<file path="src/rtl/shot_pkg.sv">
// Shared widths, FSM state encodings and trigonometric lookup tables for the
// cue-shot controller.
package shot_pkg;

   localparam int ANGLE_W = 5;
   localparam int POWER_W = 6;
   localparam int SPEED_W = 11;
   localparam int STATE_W = 3;

   typedef logic [STATE_W-1:0] state_t;

   localparam state_t S_IDLE   = 3'd0;
   localparam state_t S_AIM    = 3'd1;
   localparam state_t S_CHARGE = 3'd2;
   localparam state_t S_FIRE   = 3'd3;
   localparam state_t S_ROLL   = 3'd4;
   localparam state_t S_DONE   = 3'd5;

   // round(127 * cos/sin(2*pi*k/32)); index 0 = +X, clockwise with +Y pointing down
   localparam logic signed [7:0] COS_LUT [32] = '{
       8'sd127,  8'sd125,  8'sd117,  8'sd106,  8'sd90,   8'sd71,   8'sd49,   8'sd25,
       8'sd0,   -8'sd25,  -8'sd49,  -8'sd71,  -8'sd90,  -8'sd106, -8'sd117, -8'sd125,
      -8'sd127, -8'sd125, -8'sd117, -8'sd106, -8'sd90,  -8'sd71,  -8'sd49,  -8'sd25,
       8'sd0,    8'sd25,   8'sd49,   8'sd71,   8'sd90,   8'sd106,  8'sd117,  8'sd125
   };

   localparam logic signed [7:0] SIN_LUT [32] = '{
       8'sd0,    8'sd25,   8'sd49,   8'sd71,   8'sd90,   8'sd106,  8'sd117,  8'sd125,
       8'sd127,  8'sd125,  8'sd117,  8'sd106,  8'sd90,   8'sd71,   8'sd49,   8'sd25,
       8'sd0,   -8'sd25,  -8'sd49,  -8'sd71,  -8'sd90,  -8'sd106, -8'sd117, -8'sd125,
      -8'sd127, -8'sd125, -8'sd117, -8'sd106, -8'sd90,  -8'sd71,  -8'sd49,  -8'sd25
   };

endpackage

</file>
<file path="src/rtl/roll_settle_detector.sv">
// Watches ball motion after a shot and pulses 'settled' on the frame that
// completes SETTLE_FRAMES consecutive still frames, skipping one grace frame.
module roll_settle_detector #(
   parameter int NUM_BALLS     = 4,
   parameter int SETTLE_FRAMES = 4
) (
   input  logic                 clk,
   input  logic                 resetN,
   input  logic                 clear,
   input  logic                 startOfFrame,
   input  logic [NUM_BALLS-1:0] ballMoving,
   output logic                 settled
);

   localparam int CNT_W = $clog2(SETTLE_FRAMES + 1);

   logic             r_grace;
   logic [CNT_W-1:0] r_count;
   logic             w_frame;
   logic             w_still;

   // The grace frame lets physics raise ballMoving before we trust it.
   assign w_frame = startOfFrame & ~clear & ~r_grace;
   assign w_still = ~|ballMoving;
   assign settled = w_frame & w_still & (r_count == CNT_W'(SETTLE_FRAMES - 1));

   // NOTE: sequential state uses non-blocking assignments so every register
   // samples pre-edge values, independent of statement order.
   always_ff @(posedge clk or negedge resetN) begin
      if (!resetN) begin
         r_grace <= 1'b1;
         r_count <= '0;
      end else if (clear) begin
         r_grace <= 1'b1;
         r_count <= '0;
      end else if (startOfFrame) begin
         if (r_grace) begin
            r_grace <= 1'b0;
         end else if (!w_still) begin
            r_count <= '0;
         end else if (r_count != CNT_W'(SETTLE_FRAMES)) begin
            r_count <= r_count + 1'b1;
         end
      end
   end

endmodule

</file>
<file path="src/rtl/shot_controller.sv">
// Player shot controller: aim and charge while the game grants a hit, fire the
// white ball with a LUT-derived velocity, then report when the table is at rest.
module shot_controller
   import shot_pkg::*;
#(
   parameter int NUM_BALLS     = 4,
   parameter int POWER_MAX     = 63,
   parameter int SETTLE_FRAMES = 4
) (
   input  logic                      clk,
   input  logic                      resetN,
   input  logic                      startOfFrame,
   input  logic                      hitEnable,
   input  logic                      aimLeftN,
   input  logic                      aimRightN,
   input  logic                      shootN,
   input  logic [NUM_BALLS-1:0]      ballMoving,
   output logic [ANGLE_W-1:0]        aimAngle,
   output logic [POWER_W-1:0]        power,
   output logic signed [SPEED_W-1:0] shotSpeedX,
   output logic signed [SPEED_W-1:0] shotSpeedY,
   output logic                      whiteBallMove,
   output logic                      endOfRoll
);

   state_t                      r_state;
   state_t                      w_next;
   logic [ANGLE_W-1:0]          r_angle;
   logic [POWER_W-1:0]          r_power;
   logic signed [SPEED_W-1:0]   r_speed_x;
   logic signed [SPEED_W-1:0]   r_speed_y;

   logic                        w_left;
   logic                        w_right;
   logic                        w_shoot;
   logic                        w_settled;
   logic                        w_fire;

   logic signed [7:0]           w_cos;
   logic signed [7:0]           w_sin;
   logic signed [14:0]          w_cos_ext;
   logic signed [14:0]          w_sin_ext;
   logic signed [14:0]          w_pow_ext;
   logic signed [14:0]          w_prod_x;
   logic signed [14:0]          w_prod_y;
   logic                        w_unused_prod;

   assign w_left  = ~aimLeftN;
   assign w_right = ~aimRightN;
   assign w_shoot = ~shootN;

   // NOTE: every always_comb output gets a default first so no path infers a latch.
   always_comb begin
      w_next = r_state;
      case (r_state)
         S_IDLE:   if (hitEnable) w_next = S_AIM;
         S_AIM: begin
            if (!hitEnable)   w_next = S_IDLE;
            else if (w_shoot) w_next = S_CHARGE;
         end
         S_CHARGE: begin
            if (!hitEnable)           w_next = S_IDLE;
            else if (!w_shoot)        w_next = (r_power == '0) ? S_AIM : S_FIRE;
         end
         S_FIRE:   w_next = S_ROLL;
         S_ROLL: begin
            if (hitEnable)      w_next = S_AIM;
            else if (w_settled) w_next = S_DONE;
         end
         S_DONE:   w_next = S_IDLE;
         default:  w_next = S_IDLE;
      endcase
   end

   assign w_fire = (r_state == S_CHARGE) && (w_next == S_FIRE);

   // Both operands widened to 15-bit signed; |product| <= 127*63 fits in 14 bits.
   assign w_cos     = COS_LUT[r_angle];
   assign w_sin     = SIN_LUT[r_angle];
   assign w_cos_ext = {{7{w_cos[7]}}, w_cos};
   assign w_sin_ext = {{7{w_sin[7]}}, w_sin};
   assign w_pow_ext = {9'd0, r_power};
   assign w_prod_x  = w_cos_ext * w_pow_ext;
   assign w_prod_y  = w_sin_ext * w_pow_ext;
   assign w_unused_prod = ^{w_prod_x[14], w_prod_x[2:0], w_prod_y[14], w_prod_y[2:0]};

   always_ff @(posedge clk or negedge resetN) begin
      if (!resetN) begin
         r_state   <= S_IDLE;
         r_angle   <= '0;
         r_power   <= '0;
         r_speed_x <= '0;
         r_speed_y <= '0;
      end else begin
         r_state <= w_next;

         if (r_state == S_AIM && w_next == S_AIM && startOfFrame) begin
            if (w_left && !w_right)      r_angle <= r_angle - 1'b1;
            else if (w_right && !w_left) r_angle <= r_angle + 1'b1;
         end

         if (r_state == S_IDLE) begin
            r_power <= '0;
         end else if (r_state == S_AIM && w_next == S_CHARGE) begin
            r_power <= '0;
         end else if (r_state == S_CHARGE && w_next == S_CHARGE && startOfFrame &&
                      r_power < POWER_W'(POWER_MAX)) begin
            r_power <= r_power + 1'b1;
         end

         // Bit slice [13:3] is the >>>3 result: two's-complement shift floors toward -inf.
         if (w_fire) begin
            r_speed_x <= w_prod_x[13:3];
            r_speed_y <= w_prod_y[13:3];
         end
      end
   end

   roll_settle_detector #(
      .NUM_BALLS     (NUM_BALLS),
      .SETTLE_FRAMES (SETTLE_FRAMES)
   ) u_settle (
      .clk          (clk),
      .resetN       (resetN),
      .clear        (r_state != S_ROLL),
      .startOfFrame (startOfFrame),
      .ballMoving   (ballMoving),
      .settled      (w_settled)
   );

   assign aimAngle      = r_angle;
   assign power         = r_power;
   assign shotSpeedX    = r_speed_x;
   assign shotSpeedY    = r_speed_y;
   assign whiteBallMove = (r_state == S_FIRE);
   assign endOfRoll     = (r_state == S_DONE);

endmodule

</file>
<file path="config.mk">
export PLATFORM = sky130hd
export DESIGN_NAME = shot_controller
export DESIGN_NICKNAME = d
export VERILOG_FILES = /design/src/rtl/shot_pkg.sv /design/src/rtl/roll_settle_detector.sv /design/src/rtl/shot_controller.sv
export SDC_FILE = /design/constraint.sdc
export NUM_CORES = 1
export LEC_CHECK = 0
export ABC_AREA = 1
export CORE_MARGIN = 5
export CORE_UTILIZATION = 50
export DETAILED_ROUTE_END_ITERATION = 12
export PLACE_DENSITY = 0.7
export SLEW_MARGIN = 10
export SYNTH_ARGS = -nofsm -noshare
export SYNTH_HDL_FRONTEND = slang
export SYNTH_SLANG_ARGS = --single-unit
</file>
<file path="constraint.sdc">
create_clock -name clk -period 5.4 [get_ports clk]
set_clock_uncertainty 0.05 [all_clocks]
set_input_delay 1.08 -clock clk [delete_from_list [all_inputs] [get_ports clk]]
set_output_delay 1.08 -clock clk [all_outputs]
set_load 0.05 [all_outputs]
</file>
**Word-level counts from Yosys, hierarchy flattened**

Memories as Yosys holds them, arrays and structs flattened.
Index checks and enable logic that the tools add are counted.

- Order comparisons: 2
- Reductions and logical operators: 19
- Equal/unequal tests: 12
- Multiplexer cells: 25
- $mul: 2
- Add/sub/neg operators: 4
- Bitwise gates (word level): 9

Operators with widths:

| operator | number |
|---|---|
| 3-bit 2-to-1 mux | 12 |
| 8-bit 2-to-1 mux | 4 |
| 8-bit by 7-bit multiplier with 14-bit output | 2 |
| 6-bit 2-to-1 mux | 3 |
| 3-bit by 2-bit == test with 1-bit output (second input constant) | 5 |
| 3-bit case mux with 5 select lines | 1 |
| 5-bit 2-to-1 mux | 2 |
| 1-bit logical AND | 9 |
| 6-bit by 1-bit adder with 6-bit output (second input constant) | 1 |
| 3-bit by 1-bit == test with 1-bit output (second input constant) | 2 |
| 3-bit == test (second input constant) | 2 |
| 6-bit greater-or-equal comparator (second input constant) | 1 |
| 6-bit logical NOT | 1 |
| 6-bit less-than comparator (second input constant) | 1 |
| 3-bit inequality test (second input constant) | 2 |
| 5-bit NOT with 6-bit output | 1 |
| 3-bit nonzero test | 2 |
| 5-bit by 1-bit adder with 5-bit output (second input constant) | 1 |
| 5-bit by 1-bit subtractor with 5-bit output (second input constant) | 1 |
| 1-bit AND | 4 |
| 1-bit NOT | 4 |
| 2-bit nonzero test | 2 |
| 4-bit OR reduction | 1 |
| 3-bit by 1-bit adder with 3-bit output (second input constant) | 1 |
| other kinds (7) | 8 |

- Memories: 2
- Bits in read-only memories: 512
- Output and inout bits: 35
- Word-level logic and storage cells: 82
- Bits in registers: 40

Memory list:

| memory | words | bits a word | read ports | clocked after Yosys merged registers in | wr ports | RTL line | text |
|---|---|---|---|---|---|---|---|
| (no name shown) | 32 | 8 | 1 | 0 | 0 | shot_controller.sv:79 | `assign w_sin = SIN_LUT[r_angle];` |
| (no name shown) | 32 | 8 | 1 | 0 | 0 | shot_controller.sv:78 | `assign w_cos = COS_LUT[r_angle];` |

**Longest topological paths before layout**

- Word-level depth: 16
- Gate-level depth with buffers: 27
- Mapped depth without buffers: 27

**By module**

A second synthesis with hierarchy kept.

- Cell total of the unflattened synthesis: 859
- Area total of the unflattened synthesis: 6,291.0 µm²

Modules (own cells, without submodules):

| module | cells each | instances | area an instance (µm²) | seq. area each (µm²) |
|---|---|---|---|---|
| shot_controller | 822 | 1 | 6,015.8 | 900.9 |
| roll_settle_detector | 37 | 1 | 275.3 | 101.3 |

**Least setup slack after synthesis**

Ideal clock, no wire load.

- Path kind: reg2reg
- Start point: register r_angle[0], in the netlist aimAngle[0]
- End point: register r_speed_x[10], in the netlist shotSpeedX[10]
- Path slack: -0.086 ns
- Arrival: 5.319 ns
- Period minus slack after synthesis: 5.486 ns
- Setup time: 0.118 ns
- Stages on the path, launching flop included: 22
- Path through: dfrtp_1 inv_1 ha_1 nor2_1 a21oi_1 o221ai_1 nor2_1 fa_1 inv_1 fa_1 inv_1 fa_1 inv_1 fa_1 inv_1 ha_1 a21oi_1 o21ai_0 a21oi_1 nand3_1 nand3_1 nand2_1

- Cells in the longest elaborated chain, start to end: 5

Ends and longest elaborated chain:

| what | RTL line | text |
|---|---|---|
| start: declaration | shot_controller.sv:28 | `logic [ANGLE_W-1:0] r_angle;` |
| start signal: assignment | shot_controller.sv:98 | `if (w_left && !w_right) r_angle <= r_angle - 1'b1;` |
| start signal: assignment | shot_controller.sv:99 | `else if (w_right && !w_left) r_angle <= r_angle + 1'b1;` |
| 5-bit NOT with 6-bit output (implied by the code) | shot_controller.sv:78 |  |
| memory read 32 x 8 bit | - |  |
| 8-bit 2-to-1 mux (implied by the code) (2 in a row) | shot_controller.sv:78 |  |
| 8-bit by 7-bit multiplier with 14-bit output | shot_controller.sv:83 | `assign w_prod_x = w_cos_ext * w_pow_ext;` |
| end signal: assignment | shot_controller.sv:113 | `r_speed_x <= w_prod_x[13:3];` |
| end: declaration | shot_controller.sv:30 | `logic signed [SPEED_W-1:0] r_speed_x;` |

Every way passes these cells. The select of a mux whose other input is x is not followed.
A chain may end at the register's enable or synchronous reset.

**Final worst setup path**

- Start point: register r_angle[0], in the netlist aimAngle[0]
- End point: register r_speed_x[9], in the netlist shotSpeedX[9]

The elaborated chain is that of the path after synthesis.

==> results.sh <==
export IMPL_status="finished clean"
export IMPL_synth_edf_count=0
export IMPL_root_buffer="clkbuf_16"
export IMPL_synthToLayoutAreaGrowth_pct=15.8
export IMPL_final_nets=1065
export IMPL_p_clk_share_pct=13.1
export IMPL_r2r_start="aimAngle[0]$_DFFE_PN0P_"
export IMPL_die_w_um=122
export IMPL_sequentialPowerShare_pct=20.5
export IMPL_path_clk_slew_ps=60
export IMPL_comb_power_share_pct=66.4
export IMPL_hold_violations=0
export IMPL_fmax_mhz=196
export IMPL_drive_above_1_share_pct=9.13
export IMPL_grt_pass1_vias=5312
export IMPL_grt_total_usage_pct=20.3
export IMPL_grt_pass1_wl_um=24500
export IMPL_async_flop_share_pct=100
export IMPL_powerDensity_mw_per_mm2=297
export IMPL_finalSetupViolations=0
export IMPL_swShare_pct=52.1
export IMPL_rows=40
export IMPL_fp_dieH_um=122
export IMPL_worst_hold_slack_ps=419
export IMPL_path_max_fanout=7
export IMPL_holdCritStartpoint="shotSpeedY[0]$_DFFE_PN0P_"
export IMPL_cts_hold_buffers=0
export IMPL_grt_overflow_total=0
export IMPL_ys_ff_latch=40
export IMPL_antenna_cells=0
export IMPL_worst_hold_path_endpoint="shotSpeedY[0]$_DFFE_PN0P_"
export IMPL_drv_slew=0
export IMPL_design_area_mm2=0.00725
export IMPL_worstMarginPinSlew_ps=942
export IMPL_ir_drop_mv=0.315
export IMPL_cp_required_ps=5500
export IMPL_netlist_instances=856
export IMPL_leakage_nw=3.80
export IMPL_syn_area_per_cell_um2=7.31
export IMPL_ios=46
export IMPL_drtPass1Iterations=5
export IMPL_synth_main_ff_cell="dfrtp_1"
export IMPL_synth_area_mm2=0.00626
export IMPL_place_ws_ps=192
export IMPL_gp_congestion=0.963
export IMPL_grt_max_degree=41
export IMPL_routed_via_count=5457
export IMPL_remaining_drc_errors=0
export IMPL_crit_type="flip-flop to flip-flop"
export IMPL_cts_sinks=40
export IMPL_period_share_pct=94.3
export IMPL_start_kind="flip-flop"
export IMPL_antenna_found_initial=0
export IMPL_synth_common_cells="171 x inv_1, 169 x nand2_1, 107 x nor2_1, 67 x fa_1, 67 x ha_1"
export IMPL_yosysTopAreaCell="fa_1"
export IMPL_yosysSeqAreaShare_pct=16.0
export IMPL_cts_max_level=2
export IMPL_ys_types=42
export IMPL_clk_latency_ps=290
export IMPL_coreArea_mm2=0.0122
export IMPL_whs_path_depth=2
export IMPL_port_buffers=45
export IMPL_reg2reg_depth=22
export IMPL_hp_class="flip-flop to flip-flop"
export IMPL_r2r_end="shotSpeedX[9]$_DFFE_PN0P_"
export IMPL_fin_ws_ps=310
export IMPL_p_int_mw=1.03
export IMPL_maxCapViolCount=0
export IMPL_critPathArrivalTime_ps=5190
export IMPL_drtAntennaViolNets=0
export IMPL_clock_path_buffers=2
export IMPL_dpl_cell_area_mm2=0.00702
export IMPL_synth_most_common_cell="inv_1"
export IMPL_min_period_ps=5090
export IMPL_power_mw=2.15
export IMPL_crit_path_start="aimAngle[0]$_DFFE_PN0P_"
export IMPL_routed_via_density=5.02
export IMPL_drt_wl_total_um=14000
export IMPL_end_kind="flip-flop"
export IMPL_first_iter_violations=357
export IMPL_ys_warn_count=0
export IMPL_synth_area_top_cells="fa_1 21%, dfrtp_1 16%, ha_1 13%"
export IMPL_start_util_pct=51.5
export IMPL_wl_per_cell_um=12.9
export IMPL_yosysTopAreaCellShare_pct=21.4
export IMPL_relSlewSlack_pct=37.2
export IMPL_cts_made_buffers=5
export IMPL_dpl_hpwl_um=11600
export IMPL_syn_nets=1001
export IMPL_dieArea_mm2=0.0149
export IMPL_rrSetupSlack_ps=310
export IMPL_tritoncts="done"
export IMPL_p_sw_mw=1.12
-- registers in the layout, summed over array words and instances, names as in the netlist --
| name | cells |
|---|---|
| shotSpeedX | 11 |
| shotSpeedY | 11 |
| power | 6 |
| aimAngle | 5 |
| r_state | 3 |
| u_settle.r_count | 3 |
| u_settle.r_grace | 1 |
-- placed cells by master (no fill, tap or decap), types with 2 or more instances in the layout --
master           netlist  final
inv_1                171    169
nand2_1              169    169
nor2_1               107    106
fa_1                  67     67
ha_1                  67     64
nand3_1               47     46
clkdlybuf4s50_1        0     44
o21ai_0               39     36
dfrtp_1               39     35
buf_4                  2     27
a21oi_1               27     22
nor3_1                13     12
xor2_1                12     12
o21ai_2               10     10
xnor2_1               10     10
inv_2                  9      9
o21ai_1                3      6
nor2_2                 4      5
a31oi_1                6      5
nand4_1                5      5
a21oi_2                0      5
clkbuf_16              0      5
o22ai_1                4      4
dfrtp_2                0      4
nand2_2                3      3
o221ai_1               3      3
nor4_1                 3      3
o31ai_1                3      3
a21o_1                 3      3
clkinv_1               2      2
nor3_2                 1      2
and2_1                 2      2
ha_2                   0      2
-- metrics by stage --
step                      util [%]  std cells  setup TNS (ps)
after floorplan                  -        856               0
after global placement        57.7       1079               0
after detailed placement      57.7       1079               0
after CTS                     58.8       1086               0
after global routing          59.6       1088           -10.2
final                         59.6       1088               0
-- final cells by class --
type / count / area (µm²)
fillers: 1151 / 4920
multi-input cells: 619 / 4560
flip-flops and latches: 40 / 1010
inverters: 182 / 689
repair buffers: 72 / 648
well taps: 168 / 210
clock buffers: 6 / 129
clock inverters: 1 / 5.00
-- per-layer routing --
layer,wire [µm],GRT usage (%),share of wire [%]
met1,6640,28.2,48
met3,779,3.25,5.6
met2,6320,33.4,45
met5,0,0,0
met4,244,4.62,1.7
-- worst max-delay path by stage --
| stage | to | slack, ps |
|---|---|---|
| CTS | shotSpeedX[7]$_DFFE_PN0P_ | 130 |
| global route | shotSpeedY[10]$_DFFE_PN0P_ | -10 |
| finish | shotSpeedX[9]$_DFFE_PN0P_ | 310 |
| detailed placement | shotSpeedX[7]$_DFFE_PN0P_ | 190 |
| global placement | shotSpeedY[10]$_DFFE_PN0P_ | 200 |
| floorplan | shotSpeedX[10]$_DFFE_PN0P_ | 170 |
-- power by group through the flow --
| stage | logic (mW) | registers (mW) | clock network (mW) |
|---|---|---|---|
| after floorplan | 0.687 | 0.680 | 0 |
| after global placement | 1.37 | 0.441 | 0 |
| after detailed placement | 1.37 | 0.443 | 0 |
| after CTS | 1.38 | 0.438 | 0.291 |
| after global routing | 1.57 | 0.455 | 0.306 |
| final | 1.43 | 0.442 | 0.282 |
-- cells by family (layout without fill, tap and decap cells) --
family | count (synthesis) | after routing | share of synthesized area, %
xor gates and xnor gates | 22 | 22 | 3.08
DFF | 40 | 40 | 16.0
adders and majority gates | 134 | 134 | 34.8
AOI/OAI and AO/OA | 106 | 106 | 10.1
and+or+nand+nor | 357 | 357 | 23.7
buffers and inverters | 197 | 261 | 12.3
-- worst max-delay path, cell delays in order, from the launching register on --
cell        delay (ps)
dfrtp_2            380
clkinvlp_4         180
ha_1               280
nor2_1             140
a21oi_1             80
o22ai_1            160
a221o_1            250
nor2_1              90
fa_1               540
inv_1               50
fa_1               470
inv_1               50
fa_1               520
inv_1               50
fa_1               520
inv_1               40
ha_2               360
nand2_1             80
o221ai_1           170
nand2_1             70
nand3_1             80
xor2_1             250
o21ai_2             70
-- timing repair --
item / CTS / global route
buffers inserted: 0 / 2
setup endpoints to repair: 0 / 12
gates resized for setup: 0 / 23
No activity file was read; power rests on OpenSTA's default activity.
